`config.mk`:
```
export PLATFORM = sky130hd
export DESIGN_NAME = instr_fetch
export DESIGN_NICKNAME = d
export VERILOG_FILES = /design/src/rtl/instr_fetch.sv
export SDC_FILE = /design/constraint.sdc
export NUM_CORES = 1
export LEC_CHECK = 0
export BUFFER_PORTS_ARGS = -buffer_cell sky130_fd_sc_hd__clkbuf_2
export CELL_PAD_IN_SITES_DETAIL_PLACEMENT = 1
export CELL_PAD_IN_SITES_GLOBAL_PLACEMENT = 1
export CORE_MARGIN = 2
export CORE_UTILIZATION = 46
export CTS_CLUSTER_SIZE = 20
export DETAILED_ROUTE_END_ITERATION = 12
export PLACE_DENSITY = 0.73
export SETUP_SLACK_MARGIN = 0.5
export SKIP_CTS_REPAIR_TIMING = 1
export SLEW_MARGIN = 20
export SYNTH_ARGS = -nofsm -noshare
export SYNTH_HDL_FRONTEND = slang
export SYNTH_SLANG_ARGS = --single-unit
```
`constraint.sdc`:
```
create_clock -name clk -period 12.4 [get_ports clk]
set_input_delay 2.48 -clock clk [delete_from_list [all_inputs] [get_ports clk]]
set_output_delay 2.48 -clock clk [all_outputs]
set_load 0.02 [all_outputs]
```
`src/rtl/instr_fetch.sv`:
```
// ---------------------------------------------------------------------------
// instr_fetch
//
// Instruction fetch / issue unit with a small writable program memory.
// The program is loaded word by word while idle, then a run pulse starts
// issuing instructions from address 0, one per cycle, until an opcode of
// 4'hF is issued, which parks the unit in HALT. A further run pulse restarts
// the program from address 0.
//
// Instruction word layout: opcode[15:12] | operands[11:4] | imm[3:0]
// Branches are resolved from the issued instruction: a taken branch
// (branch & zero) adds the sign-extended imm to pc; otherwise pc+1.
//
// Ports
//   clk        in   rising-edge clock for all state
//   rst        in   synchronous active-high reset (does not clear memory)
//   load_en    in   program write strobe (honoured only while IDLE)
//   load_addr  in   program write address         [PC_W]
//   load_data  in   program write word            [16]
//   run        in   start pulse (IDLE / HALT only)
//   stall      in   hold the current issue
//   branch     in   branch decode of the issued opcode
//   zero       in   ALU zero flag for the issued instruction
//   instr      out  issued instruction word, registered  [16]
//   opcode     out  instr[15:12]                         [4]
//   pc         out  address of the issued instruction    [PC_W]
//   valid      out  instr holds a live instruction
//   halted     out  HALT state indicator
//
// State  | meaning
// -------+-----------------------------------------------------------
// IDLE   | after reset; program may be loaded; waiting for run
// RUN    | issuing one instruction per cycle unless stalled
// HALT   | HALT opcode was issued; instr/pc hold it; waiting for run
// ---------------------------------------------------------------------------
module instr_fetch #(
  parameter int PC_W = 4
) (
  input  logic            clk,
  input  logic            rst,
  input  logic            load_en,
  input  logic [PC_W-1:0] load_addr,
  input  logic [15:0]     load_data,
  input  logic            run,
  input  logic            stall,
  input  logic            branch,
  input  logic            zero,
  output logic [15:0]     instr,
  output logic [3:0]      opcode,
  output logic [PC_W-1:0] pc,
  output logic            valid,
  output logic            halted
);

  localparam int         DEPTH   = 2 ** PC_W;
  localparam logic [3:0] OP_HALT = 4'hF;

  typedef enum logic [1:0] {
    IDLE = 2'd0,
    RUN  = 2'd1,
    HALT = 2'd2
  } state_t;

  state_t          state, state_nxt;
  logic [15:0]     mem [DEPTH];
  logic [15:0]     instr_nxt;
  logic [PC_W-1:0] pc_nxt;
  logic [PC_W-1:0] fetch_addr;
  logic [PC_W-1:0] br_offset;
  logic [15:0]     rd_word;
  logic            load_we;
  logic            br_taken;

  // imm sign-extended (or truncated) to the pc width; additions wrap mod 2**PC_W
  assign br_offset = PC_W'({{PC_W{instr[3]}}, instr[3:0]});
  assign br_taken  = valid & branch & zero;

  // A write and a fetch can land on the same edge (load_en with run in
  // IDLE); forward the write data so the fetch sees post-write contents.
  assign rd_word = (load_we && (load_addr == fetch_addr)) ? load_data
                                                          : mem[fetch_addr];

  always_comb begin
    state_nxt  = state;
    instr_nxt  = instr;
    pc_nxt     = pc;
    fetch_addr = '0;
    load_we    = 1'b0;

    case (state)
      IDLE: begin
        load_we = load_en;
        if (run) begin
          state_nxt = RUN;
          pc_nxt    = '0;
          instr_nxt = rd_word;
        end
      end

      RUN: begin
        if (!stall) begin
          if (opcode == OP_HALT) begin
            state_nxt = HALT;
          end else begin
            fetch_addr = br_taken ? (pc + br_offset) : (pc + PC_W'(1));
            pc_nxt     = fetch_addr;
            instr_nxt  = rd_word;
          end
        end
      end

      HALT: begin
        if (run) begin
          state_nxt = RUN;
          pc_nxt    = '0;
          instr_nxt = rd_word;
        end
      end

      default: begin
        state_nxt = IDLE;
      end
    endcase
  end

  always_ff @(posedge clk) begin
    if (rst) begin
      state <= IDLE;
      instr <= 16'h0000;
      pc    <= '0;
    end else begin
      state <= state_nxt;
      instr <= instr_nxt;
      pc    <= pc_nxt;
    end
  end

  // Program memory has no reset; reset only blocks a coincident write.
  always_ff @(posedge clk) begin
    if (load_we && !rst) begin
      mem[load_addr] <= load_data;
    end
  end

  assign opcode = instr[15:12];
  assign valid  = (state == RUN);
  assign halted = (state == HALT);

endmodule

```
==> flow_summary_export.csv, run 1 <==
group,metric,value,unit
outcome,status,"finished clean",
timing,slew_headroom,0.326,
cells_and_area,layout.area.seq,0.00813,mm2
detailed_routing,viasPerCell,6.17,
flow_run,drv_cap,0,
clock_network,tritoncts.num_buffers,28,
timing,skew,0.0241,ns
logic_synthesis,ys_types,43,
timing,rsz0062_at_grt,"false",
floorplan,core-area,0.0241,mm2
place,placed_cells,1048,
timing,post-route-period-util,0.507,
setup_path,r2r_slack,7.72,ns
cells_and_area,multi_input_area,0.00287,mm2
floorplan,start_util,0.464,
cells_and_area,final_cell_count_no_fill,1100,
clock_network,insertion_delay,0.55,ns
timing,period_needed,6.28,ns
place,dpl-instance-area,0.0118,mm2
logic_synthesis,ys_ff_latch,278,
floorplan,die_x,160,um
logic_synthesis,syn_nets,737,
timing,hold_ws,0.529,ns
power_and_ir_drop,power_density,158,mW/mm2
global_route,grtUsageTotal,0.238,
logic_synthesis,ys.flop_type,"edfxtp_1",
timing,tns,0,ns
logic_synthesis,ys_seq_area_frac,0.727,
timing,fmax,159,MHz
detailed_routing,vias,6782,
detailed_routing,first_pass_iters,5,
cells_and_area,final_cell_mix,"256 x edfxtp_1, 64 x a31oi_1, 56 x a21oi_1",
logic_synthesis,synth_edf_count,256,
place,hpwl,17.8,mm
cells_and_area,final_common_cell,"edfxtp_1",
cells_and_area,drive_above_1_share,0.215,
logic_synthesis,syn_area,0.0112,mm2
detailed_routing,drcViolationCount,0,
detailed_routing,ant_nets,0,
clock_network,root_buffer,"clkbuf_16",
clock_network,h-tree-depth,1,
power_and_ir_drop,leakage,4.08,nW
worst_hold_path,hold_class,"reg2reg",
place,port_buffers,52,
floorplan,dieArea,0.0256,mm2
detailed_routing,wl_per_cell,27.3,um
setup_path,crit_type,"in2reg",
detailed_routing,drt_iter0_markers,566,
global_route,gr-total-overflow,0,
logic_synthesis,async_flop_share,0,
cells_and_area,fillers,2329,
logic_synthesis,syn_area_per_cell,15.8,um2
logic_synthesis,synth_cells,706,
detailed_routing,finalWirelength,30.0,mm
clock_network,cts_tree,"yes",
floorplan,rows,57,
clock_network,cts_max_path_buffers,3,
timing,hold_viol,0,
cells_and_area,n_antenna_cell,0,
cells_and_area,nets,785,
cells_and_area,utilization,0.530,
setup_path,crit_path_max_fanout,51,
place,place_congestion,0.840,
setup_path,cp-start-kind,"primary input",
clock_network,cts.clk_slew.worst_paths,0.07,ns
global_route,grt_pass1_wl,45.9,mm
power_and_ir_drop,ir_worst_vdd,0.133,mV
floorplan,die_h,160,um
timing,worst_pin_slew,1.01,ns
cells_and_area,final_area,0.0128,mm2
global_route,grt_pass1_vias,7472,
timing,finalMaxSlewViolations,0,
cells_and_area,syn_to_final_growth,14.3,%
setup_path,crit_required,12.81,ns
global_route,antenna_found_initial,0,
timing,finalSetupViolCount,0,
global_route,grt_max_degree,68,
logic_synthesis,yosys_warnings,0,
setup_path,arrival,6.70,ns
setup_path,endpoint_kind,"register",
floorplan,top_level_ports,53,
clock_network,clock_sinks,278,
==> worst paths after layout <==
kind / from / end / cells after the start
worst max register to register: state[1] / instr[7] / 13
worst min register to register: pc[2] / pc[2] / 2
worst min-delay path: pc[2] / pc[2] / 2
worst max-delay path: zero / instr[7] / 14
==> Yosys cell counts, drive strengths merged, types with 3 or more instances <==
master / instances / area (um2)
mux4: 32 / 721
a221o: 16 / 160
nand2b: 3 / 18.8
ha: 3 / 37.5
o21a: 16 / 120
nand3b: 34 / 255
a21oi: 56 / 280
edfxtp: 256 / 7690
clkbuf: 35 / 131
and2: 4 / 27.5
nor4: 16 / 100
nand3: 51 / 255
dfxtp: 22 / 440
buf: 22 / 145
nor3: 4 / 20.0
nand2: 11 / 41.3
o21ai: 3 / 18.8
a31oi: 64 / 400
nor2: 34 / 128
==> flip-flops by register name, summed over array words and instances, names as in the netlist <==
signal  cells
state       2
instr      16
pc          4
mem       256
==> power by group <==
part	internal (mW)	total, mW	switching (mW)	leakage (nW)
Sequential	1.03	1.04	0.00805	2.49
Clock	0.510	0.858	0.347	0.461
Combinational	0.0390	0.123	0.0844	1.13
==> stage by stage <==
stage          setup WS, ns  power, mW
3_5_place_dp           5.54       1.18
2_1_floorplan          6.74       1.13
6_report               6.12       2.02
4_1_cts                6.09       2.03
3_3_place_gp           5.71       1.18
5_1_grt                5.83       2.07
==> cells by family after synthesis <==
kind of cell             Yosys count  share of synthesized area
AND/OR/NAND/NOR                  170                     0.0850
XOR/XNOR                           3                    0.00235
multiplexers                      32                     0.0644
buffers and inverters             60                     0.0257
flip-flops                       278                      0.727
AO/OA/AOI/OAI                    159                     0.0905
adder cells (fa/ha/maj)            4                    0.00515
==> worst max-delay path, stage by stage <==
cell	delay [ns]
clkbuf_2	0.09
nand4b_1	0.11
or2_2	0.32
ha_4	0.17
fa_1	0.52
xor2_4	0.19
buf_4	0.58
buf_4	0.67
o21ai_2	0.36
buf_4	0.33
a21oi_1	0.22
nor4_1	0.08
o21a_1	0.22
a221o_1	0.27
==> area by class of cell <==
| cell class | count | share of cell area |
|---|---|---|
| Tap cell | 324 | 0.0317 |
| Sequential cell | 278 | 0.636 |
| Inverter | 3 | 0.000881 |
| Timing Repair Buffer | 75 | 0.0339 |
| Clock buffer | 37 | 0.0590 |
| Multi-Input combinational cell | 368 | 0.224 |
| Clock inverter | 15 | 0.0142 |
==> routing by layer <==
metal / track usage / up-vias / share of wire
met3: 0.0397 / 75 / 0.061
met1: 0.294 / 3511 / 0.38
met2: 0.423 / 253 / 0.52
met4: 0.0885 / 0 / 0.039
met5: 0 / - / 0
li1: - / 2943 / -
Note: power is estimated with default switching activity, not from simulation.
==> run 2, diff against run 1 <==
--- a/config.mk
+++ b/config.mk
@@ -12,7 +12,7 @@
 export CORE_UTILIZATION = 46
 export CTS_CLUSTER_SIZE = 20
 export DETAILED_ROUTE_END_ITERATION = 12
-export PLACE_DENSITY = 0.73
+export PLACE_DENSITY = 0.76
 export SETUP_SLACK_MARGIN = 0.5
 export SKIP_CTS_REPAIR_TIMING = 1
 export SLEW_MARGIN = 20
==> constraint.sdc (replaced) <==
create_clock -name clk -period 5.3 [get_ports clk]
set_input_delay 1.06 -clock clk [delete_from_list [all_inputs] [get_ports clk]]
set_output_delay 1.06 -clock clk [all_outputs]
set_load 0.02 [all_outputs]
==> run 2 against run 1 <==
  * Combinational power is 140% higher
  * Utilization increased by 0.17 points
  * Design area increased by 0.32%
  * Non-clock buffer count increased by 6
  * Power is 130% higher
  * Clock skew up 0.0016 ns
  * Worst setup slack got worse by 5.0 ns
  * Cell count rose by 0.82%
  * Clock-buffer cell count increased by 3
  * Critical endpoint is now instr[12]
  * Sequential power increased by 130%
  * Sequential cell count did not move
  * Via count grew 1.9%
==> flow_summary_export.csv, run 2 (synthesis gave the netlist of run 1 again) <==
group,metric,value,unit
place,placed_cells,1054,
global_route,grt_pass1_wl,46.7,mm
clock_network,cts_max_path_buffers,3,
power_and_ir_drop,ir_worst_vdd,0.264,mV
global_route,grtUsageTotal,0.244,
setup_path,crit_required,5.73,ns
global_route,antenna_found_initial,1,
clock_network,cts_tree,"yes",
power_and_ir_drop,p_comb_frac,0.062,
cells_and_area,largest_register,"mem",
timing,period_needed,4.14,ns
timing,skew,0.0258,ns
timing,hold_ws,0.507,ns
floorplan,top_level_ports,53,
clock_network,clock_sinks,278,
floorplan,die_h,160,um
setup_path,cp-start-kind,"primary input",
power_and_ir_drop,intPower,3.68,mW
cells_and_area,reg_top3,"mem: 256 flops, instr: 16 flops, pc: 4 flops",
cells_and_area,final_area,0.0128,mm2
cells_and_area,final_common_cell,"edfxtp_1",
place,place_congestion,0.821,
power_and_ir_drop,power_frac_clock,0.422,
timing,slew_headroom,0.293,
timing,finalSetupViolCount,0,
setup_path,crit_type,"in2reg",
detailed_routing,ant_nets,0,
global_route,grt_pass1_vias,7344,
timing,worst_pin_slew,1.06,ns
cells_and_area,final_cell_count_no_fill,1109,
outcome,status,"finished clean",
cells_and_area,utilization,0.532,
place,place_ws,0.592,ns
setup_path,endpoint_kind,"register",
place,dpl-instance-area,0.0119,mm2
place,port_buffers,52,
power_and_ir_drop,switching_share,0.223,
detailed_routing,finalWirelength,30.9,mm
floorplan,dieArea,0.0256,mm2
cells_and_area,final_cell_mix,"256 x edfxtp_1, 64 x a31oi_1, 56 x a21oi_1",
power_and_ir_drop,fin_total_pwr,4.73,mW
detailed_routing,first_pass_iters,5,
detailed_routing,drt_iter0_markers,509,
timing,setup_ws,1.16,ns
cells_and_area,drive_above_1_share,0.215,
timing,finalMaxSlewViolations,0,
detailed_routing,drcViolationCount,0,
timing,rsz0062_at_grt,"false",
worst_hold_path,hold_class,"reg2reg",
power_and_ir_drop,leakage,4.11,nW
timing,hold_viol,0,
clock_network,root_buffer,"clkbuf_16",
clock_network,cts.clk_slew.worst_paths,0.06,ns
setup_path,crit_path_max_fanout,51,
global_route,grt_max_degree,79,
floorplan,start_util,0.464,
detailed_routing,vias,6908,
clock_network,insertion_delay,0.56,ns
clock_network,tritoncts.num_buffers,29,
place,hpwl,18.7,mm
timing,post-route-period-util,0.781,
flow_run,drv_cap,0,
power_and_ir_drop,power_density,369,mW/mm2
cells_and_area,largest_reg_flops,256,
power_and_ir_drop,p_seq_frac,0.515,
cells_and_area,nets,792,
detailed_routing,viasPerCell,6.23,
timing,fmax,242,MHz
floorplan,rows,57,
cells_and_area,fillers,2337,
cells_and_area,syn_to_final_growth,14.6,%
global_route,gr-total-overflow,0,
timing,tns,0,ns
setup_path,arrival,4.57,ns
floorplan,die_x,160,um
power_and_ir_drop,switchingPower,1.05,mW
floorplan,core-area,0.0241,mm2
detailed_routing,wl_per_cell,27.8,um
clock_network,h-tree-depth,1,
run 2: layout make-up:
cell class              count  area (um2)  share of cell area
multi-input cells         368        2840               0.221
flip-flops and latches    278        8130               0.634
clock buffers              40         817              0.0637
repair buffers             81         503              0.0392
inverters                   3        11.3            0.000878
clock inverters            13         113             0.00878
diodes                      2        5.00            0.000390
well taps                 324         405              0.0316
run 2: worst max-delay path, stage by stage:
cell and delay [ns]:
clkbuf_2 0.08, nand4b_1 0.14, or2_2 0.33, ha_4 0.17
fa_1 0.52, xor2_4 0.27, buf_4 0.57, mux4_2 0.58
a31oi_1 0.22, a21oi_1 0.14, o21a_1 0.21, a221o_1 0.25
run 2: routing by layer:
layer  up-vias  global-route usage  part of all wire
met5         -                   0                 0
met4         0              0.0975             0.036
met3        78              0.0390             0.055
met2       259               0.414              0.50
met1      3618               0.316              0.40
li1       2953                   -                 -
run 2: power by group through the flow:
stage	Sequential (mW)	Clock, mW	Combinational (mW)
after floorplan	2.49	0	0.161
after global placement	2.48	0	0.278
after detailed placement	2.48	0	0.292
after CTS	2.44	2.02	0.294
after global routing	2.44	2.09	0.316
final	2.44	2.00	0.295
run 2: path summary, 6_finish.rpt:
| kind | slack, ns | endpoint | from | cells after the start |
|---|---|---|---|---|
| min reg2reg | 0.51 | pc[2] | pc[2] | 2 |
| max reg2reg | 1.33 | instr[12] | state[1] | 11 |
| min | 0.51 | pc[2] | pc[2] | 2 |
| max | 1.16 | instr[12] | branch | 12 |
==> run 3, diff against run 2 <==
--- a/config.mk
+++ b/config.mk
@@ -12,7 +12,7 @@
 export CORE_UTILIZATION = 46
 export CTS_CLUSTER_SIZE = 20
 export DETAILED_ROUTE_END_ITERATION = 12
-export PLACE_DENSITY = 0.76
+export PLACE_DENSITY = 0.73
 export SETUP_SLACK_MARGIN = 0.5
 export SKIP_CTS_REPAIR_TIMING = 1
 export SLEW_MARGIN = 20
==> constraint.sdc (replaced) <==
create_clock -name clk -period 4.15 [get_ports clk]
set_input_delay 0.83 -clock clk [delete_from_list [all_inputs] [get_ports clk]]
set_output_delay 0.83 -clock clk [all_outputs]
set_load 0.02 [all_outputs]
==> run 3 against run 2 <==
  * Sequential power is 27% higher
  * Worst setup slack worse by 0.51 ns
  * Via count is 0.59% higher
  * Hold slack worse by 0.0086 ns
  * Critical path depth is 1 lower
  * Power is 25% higher
  * Cell count hardly changed
==> flow_summary_export.csv, run 3 (synthesis gave the netlist of run 1 again) <==
group,metric,value,unit
outcome,status,"finished clean",
clock_network,h-tree-depth,1,
place,placed_cells,1058,
timing,hold_viol,0,
global_route,grtUsageTotal,0.248,
setup_path,crit-reg2reg-launch,"state[1]",
setup_path,crit_path_end,"instr[9]",
timing,tns,0,ns
setup_path,r2r_slack,0.65,ns
floorplan,die_x,160,um
clock_network,cts.clk_slew.worst_paths,0.07,ns
cells_and_area,nets,795,
cells_and_area,largest_register,"mem",
cells_and_area,drive_above_1_share,0.226,
cells_and_area,largest_reg_flops,256,
clock_network,tritoncts.num_buffers,28,
detailed_routing,drt_iter0_markers,500,
global_route,gr-total-overflow,0,
clock_network,cts_max_path_buffers,3,
detailed_routing,routed-wl-met2,15.8,mm
setup_path,crit_type,"reg2reg",
worst_hold_path,hold_class,"reg2reg",
timing,worst_pin_slew,0.871,ns
timing,finalSetupViolCount,0,
timing,fmax,286,MHz
timing,skew,0.0393,ns
setup_path,max_stage_delay,0.55,ns
timing,slew_headroom,0.419,
detailed_routing,first_pass_iters,5,
timing,rsz0062_at_grt,"false",
setup_path,regToRegEndpoint,"instr[9]",
timing,post-route-period-util,0.843,
global_route,grt_max_degree,70,
detailed_routing,finalWirelength,31.3,mm
setup_path,arrival,3.96,ns
power_and_ir_drop,fin_total_pwr,5.92,mW
cells_and_area,final_cell_mix,"256 x edfxtp_1, 64 x a31oi_1, 56 x a21oi_1",
setup_path,crit_path_max_fanout,43,
setup_path,endpoint_kind,"register",
clock_network,cts_tree,"yes",
power_and_ir_drop,power_density,461,mW/mm2
timing,finalMaxSlewViolations,0,
setup_path,crit_required,4.61,ns
cells_and_area,final_common_cell,"edfxtp_1",
global_route,grt_pass1_wl,47.4,mm
global_route,antenna_found_initial,1,
power_and_ir_drop,leakage,4.11,nW
detailed_routing,viasPerCell,6.27,
floorplan,rows,57,
clock_network,root_buffer,"clkbuf_16",
cells_and_area,final_cell_count_no_fill,1108,
setup_path,r2r_cells,11,
cells_and_area,reg_top3,"mem: 256 flops, instr: 16 flops, pc: 4 flops",
place,port_buffers,52,
detailed_routing,vias,6949,
place,place_ws,0.144,ns
floorplan,dieArea,0.0256,mm2
cells_and_area,fillers,2344,
floorplan,core-area,0.0241,mm2
floorplan,start_util,0.464,
cells_and_area,syn_to_final_growth,14.7,%
timing,setup_ws,0.651,ns
worst_hold_path,hold_depth,1,
detailed_routing,ant_nets,0,
timing,period_needed,3.50,ns
detailed_routing,wl_per_cell,28.2,um
setup_path,startpoint,"state[1]",
floorplan,die_h,160,um
place,hpwl,17.4,mm
detailed_routing,maxUsedRoutingLayer,"met4",
clock_network,insertion_delay,0.57,ns
global_route,grt_pass1_vias,7412,
place,place_congestion,0.818,
detailed_routing,drcViolationCount,0,
detailed_routing,wl_met1,12.6,mm
flow_run,drv_cap,0,
setup_path,slowest_stage,"mux4_2",
detailed_routing,wl_met3,1.86,mm
setup_path,crit_path_cell_trace,"nand4b_1, or2_2, ha_4, fa_2, xor2_4, buf_12, mux4_2, a31oi_1, a21oi_1, o21a_1, a221o_1",
setup_path,cp-start-kind,"register",
clock_network,clock_sinks,278,
power_and_ir_drop,ir_worst_vdd,0.376,mV
floorplan,top_level_ports,53,
## run 3: where the power goes
group          internal [mW]  switching (mW)  leakage (nW)
Clock                   1.38            1.05         0.427
Combinational          0.125           0.258          1.19
Sequential              3.09          0.0220          2.49
## run 3: metrics by stage
stage	hold slack (ns)	instance area, um2	utilization
finish	0.498	12800	0.532
global route	0.527	12800	0.532
CTS	0.506	12800	0.532
detailed placement	0.492	12000	0.496
global placement	0.484	12000	0.496
floorplan	0.550	11200	-
## run 3: worst min-delay path by stage
stage | slack [ns] | to | start
after floorplan | 0.55 | pc[0] | pc[0]
after global placement | 0.48 | instr[4] | instr[4]
after detailed placement | 0.49 | instr[4] | instr[4]
after CTS | 0.51 | instr[4] | instr[4]
after global routing | 0.53 | instr[5] | instr[5]
final | 0.50 | instr[4] | instr[4]
## run 3: area by class of cell
cell class,count,area [um2],share of cell area
Tap cell,324,405,0.0316
Clock inverter,13,130,0.0101
Inverter,3,11.3,0.000878
Multi-Input combinational cell,368,2850,0.222
Clock buffer,36,741,0.0577
Antenna cell,1,2.50,0.000195
Sequential cell,278,8130,0.634
Timing Repair Buffer,85,562,0.0438
## run 3: worst max-delay path, delay by kind of cell, from the launching register on
family / cells / cell delay, ns
xor+xnor: 1 / 0.32
buf+inv: 1 / 0.30
flops: 1 / 0.34
compound gates: 4 / 0.74
mux: 1 / 0.55
fa+ha+maj: 2 / 0.60
simple gates: 2 / 0.55
## run 3: routing by layer
layer  up-vias  GRT usage
li1       2956          -
met1      3655      0.335
met2       280      0.424
met3        58     0.0319
met4         0     0.0811
met5         -          0
